**src/rtl/bias_ram_loader.sv**
```systemverilog
// rtl/bias_ram_loader.sv - write-side controller turning a bias stream into 1x1 bias RAM writes
module bias_ram_loader #(
  parameter int ADDR_BITS      = 9,
  parameter int BEATS_PER_ROW  = 4,
  parameter int GROUP_BITS     = 8,
  parameter int AXI_WIDTH_DATA = 64
) (
  input  logic                      clk,
  input  logic                      rst,
  input  logic                      start,
  input  logic [GROUP_BITS-1:0]     channel_out_groups,
  input  logic [AXI_WIDTH_DATA-1:0] S_Data,
  input  logic                      S_Valid,
  output logic                      S_Ready,
  output logic [AXI_WIDTH_DATA-1:0] input_data,
  output logic [ADDR_BITS-1:0]      write_address,
  output logic                      write_enable,
  output logic                      busy,
  output logic                      done,
  output logic                      err
);

  localparam int TOTAL_BITS = ADDR_BITS + GROUP_BITS;
  localparam logic [TOTAL_BITS-1:0] CAPACITY = TOTAL_BITS'(64'd1 << ADDR_BITS);

  localparam logic [1:0] IDLE  = 2'd0;
  localparam logic [1:0] LOAD  = 2'd1;
  localparam logic [1:0] FLUSH = 2'd2;
  localparam logic [1:0] DONE  = 2'd3;

  logic [1:0]            state;
  logic [TOTAL_BITS-1:0] total;
  logic [ADDR_BITS-1:0]  beat_count;
  logic                  err_flag;

  logic [TOTAL_BITS-1:0] requested;
  logic                  too_big;
  logic                  handshake;
  logic                  last_beat;

  // Full-width product so an oversized group count can never alias into range.
  assign requested = TOTAL_BITS'(channel_out_groups) * TOTAL_BITS'(BEATS_PER_ROW);
  assign too_big   = requested > CAPACITY;
  assign handshake = S_Valid && (state == LOAD);
  assign last_beat = (TOTAL_BITS'(beat_count) == (total - TOTAL_BITS'(1)));

  assign S_Ready = (state == LOAD);
  assign busy    = (state != IDLE);
  assign done    = (state == DONE);
  assign err     = (state == DONE) && err_flag;

  always_ff @(posedge clk) begin
    if (rst) begin
      state         <= IDLE;
      total         <= '0;
      beat_count    <= '0;
      err_flag      <= 1'b0;
      write_enable  <= 1'b0;
      write_address <= '0;
      input_data    <= '0;
    end else begin
      write_enable <= handshake;
      if (handshake) begin
        input_data    <= S_Data;
        write_address <= beat_count;
        beat_count    <= beat_count + 1'b1;
      end

      case (state)
        IDLE: begin
          if (start) begin
            total      <= requested;
            beat_count <= '0;
            err_flag   <= too_big;
            if ((requested == '0) || too_big) begin
              state <= DONE;
            end else begin
              state <= LOAD;
            end
          end
        end
        LOAD: begin
          if (handshake && last_beat) begin
            state <= FLUSH;
          end
        end
        FLUSH:   state <= DONE;
        DONE:    state <= IDLE;
        default: state <= IDLE;
      endcase
    end
  end

endmodule

```
**config.mk**
```make
export PLATFORM = sky130hd
export DESIGN_NAME = bias_ram_loader
export DESIGN_NICKNAME = d
export VERILOG_FILES = /design/src/rtl/bias_ram_loader.sv
export SDC_FILE = /design/constraint.sdc
export NUM_CORES = 1
export LEC_CHECK = 0
export BUFFER_PORTS_ARGS = -buffer_cell sky130_fd_sc_hd__buf_2
export CORE_ASPECT_RATIO = 1.25
export CORE_UTILIZATION = 47
export DETAILED_ROUTE_END_ITERATION = 10
export PLACE_DENSITY = 0.9
export SLEW_MARGIN = 20
export SYNTH_ARGS = -nofsm -noshare
export SYNTH_HDL_FRONTEND = slang
export SYNTH_SLANG_ARGS = --single-unit
```
**constraint.sdc**
```tcl
create_clock -name clk -period 2.86 [get_ports clk]
set_input_delay 0.286 -clock clk [delete_from_list [all_inputs] [get_ports clk]]
set_output_delay 0.286 -clock clk [all_outputs]
set_load 0.05 [all_outputs]
```
==> flow_summary.json <==
{
  "crit_type": "register to register",
  "portBuffers": 153,
  "cts_max_path_buffers": 2,
  "initial_core_util_pct": 49.1,
  "drtPass1Iterations": 4,
  "yosys.cell_types.count": 36,
  "clk_pin_slew_ns": 0.10,
  "fin_setup_tns_ns": 0,
  "relSlewSlack_pct": 49.7,
  "cp_slowest_cell": "or4b_1",
  "r2r_start": "total[2]",
  "multi_input_area_sq_um": 1640,
  "ir_drop_mv": 0.437,
  "hold_path_depth": 3,
  "hold_path_class": "input port to register",
  "synth_enable_flop_cells": 0,
  "required_ns": 3.10,
  "postPlaceCellArea_sq_um": 4480,
  "worst_pin_slew_ns": 0.755,
  "hold_buffers": 0,
  "insertion_delay_ns": 0.34,
  "grt_pass1_vias": 3312,
  "synth_top_area_share_pct": 51.5,
  "wl_per_cell_um": 12.1,
  "setup_viol": 0,
  "regArea_sq_um": 1880,
  "syn_area_per_cell_sq_um": 7.88,
  "cts_buffers": 9,
  "layout-drive-gt1-share_pct": 29.7,
  "final_nets": 687,
  "postRouteAntennaNets": 0,
  "root_buffer": "clkbuf_8",
  "cts_sinks": 94,
  "die_h_um": 101,
  "r2r-end": "state[0]",
  "hold_viol_final": 0,
  "finalNonFillerCells": 701,
  "route.final.wire_length_um": 8510,
  "arrival_ns": 2.51,
  "setup_slack_ns": 0.590,
  "synth.area.top_cells": "dfxtp_1 (51%), nand2_1 (18%), a21oi_1 (12%)",
  "ios": 154,
  "ys.flop_type": "dfxtp_1",
  "grt_max_degree": 45,
  "yosysMostFrequentCell": "nand2_1",
  "antenna_found_initial": 0,
  "path_cells": "inv_1, ha_1, nor2b_1, o211ai_1, or4b_1, a211oi_2, o21ai_0, o311a_1",
  "power_density_nw_per_um2": 828,
  "status": "complete, no violations",
  "syn_nets": 547,
  "grt_pass1_wl_um": 13700,
  "worstSetupEndpointType": "register",
  "fp.coreArea_sq_um": 7440,
  "routed_via_density": 5.06,
  "ys_ff_latch": 94,
  "cp_num_buf_inv": 1,
  "post_cts_buffers": 0,
  "cp_top_family": "compound AO/OA/AOI/OAI gates",
  "die_area_sq_um": 8140,
  "num_vias": 3544,
  "max_freq_ghz": 0.441,
  "rrSetupSlack_ns": 0.59,
  "yosysTopAreaCell": "dfxtp_1",
  "rr_worst_depth": 8,
  "p_total_mw": 3.87,
  "rows": 35,
  "slew_violations": 0,
  "synth_common_cells": "nand2_1 (174), dfxtp_1 (94), a21oi_1 (87)",
  "drcViolationCount": 0,
  "cp-start-kind": "register",
  "dp.cells": 685,
  "fin_crit_sh_pct": 79.4,
  "path_max_fanout": 7,
  "synth.cell_area_sq_um": 3660,
  "yosys_warnings": 0,
  "hp-start": "S_Data[23]",
  "fin_util_pct": 62.8,
  "gr-total-overflow": 0,
  "cpPeakStageDelay_ns": 0.46,
  "cts_tree": "yes",
  "whs_endpoint": "input_data[23]",
  "total_leakage_power_nw": 2.07,
  "min_period_ns": 2.27,
  "fin_area_sq_um": 4680,
  "n_fill_cell": 669,
  "cts_resized": 0,
  "syn_to_final_growth_pct": 28.0,
  "htree_levels": 3,
  "hold_ws_ns": 0.165,
  "rsz0062_at_grt": "false",
  "die_x_um": 80.9,
  "netlist_instances": 464,
  "antenna_cells": 0,
  "drt_iter0_drc": 130,
  "post-place-ws_ns": 0.598,
  "dp_hpwl_um": 6150,
  "maxCapViolations": 0,
  "clock_skew_ns": 0.0119,
  "synth-async-reset-ratio_pct": 0,
  "synth-seq-area-share_pct": 51.5,
  "place_congestion": 0.860,
  "grt_use_total_pct": 21.3
}
[power breakdown]
group	switching [mW]	internal, mW	total [mW]
Combinational	1.03	0.387	1.42
Clock	0.458	0.411	0.869
Sequential	0.109	1.47	1.58
Total	1.60	2.27	3.87
[cell type report]
class | instances | area share [%]
multi-input combinational | 333 | 35.0
clock inverter | 6 | 1.47
sequential | 94 | 40.2
tap | 92 | 2.46
timing repair buffer | 158 | 17.4
clock buffer | 10 | 2.73
inverter | 8 | 0.642
[metal layers]
| layer | wire length (um) | share of wire, % | GRT usage, % |
|---|---|---|---|
| met5 | 0 | 0 | 0 |
| met2 | 4510 | 53 | 41.0 |
| met4 | 145 | 1.7 | 8.93 |
| met1 | 3380 | 40 | 21.2 |
| met3 | 469 | 5.5 | 4.98 |
[state kept, by name, summed over array words and instances (netlist names)]
register	flops
beat_count	9
err_flag	1
total	8
input_data	64
write_enable	1
write_address	9
state	2
[worst max-delay path by stage]
stage	start	end	slack (ns)	cells after the start
after global placement	total[2]	state[1]	0.72	8
after detailed placement	total[2]	state[0]	0.60	8
after global routing	total[2]	state[0]	0.43	8
after floorplan	state[1]	beat_count[1]	0.76	8
final	total[2]	state[0]	0.59	8
after CTS	total[2]	state[1]	0.59	8
[tightest hold or removal path: cells and delay by family]
family | cells | cell delay [ns]
simple gates | 1 | 0.04
compound gates | 1 | 0.05
buf+inv | 1 | 0.09
[logic make-up after synthesis]
kind of cell | synth area share (%)
AOI/OAI and AO/OA | 15.4
xor gates and xnor gates | 3.35
adders and majority gates | 2.40
buffers and inverters | 3.80
DFF | 51.5
and+or+nand+nor | 23.5
[cells in the final DEF, fill, tap and decap left out, drive strengths merged]
master / n
a2111oi: 1
a211oi: 1
a21boi: 1
a21oi: 88
a31oi: 1
a41oi: 1
and2: 3
and3: 1
and4: 1
buf: 158
bufinv: 1
clkbuf: 10
clkinv: 2
clkinvlp: 1
dfxtp: 94
ha: 7
inv: 10
nand2: 174
nand3: 2
nand3b: 1
nand4: 3
nor2: 11
nor2b: 2
nor3: 4
nor4: 1
o2111ai: 1
o211ai: 1
o21ai: 4
o221ai: 1
o311a: 1
o31ai: 2
or2b: 1
or3: 4
or4b: 1
xnor2: 3
xor2: 11
No activity file was read; power rests on OpenSTA's default activity.
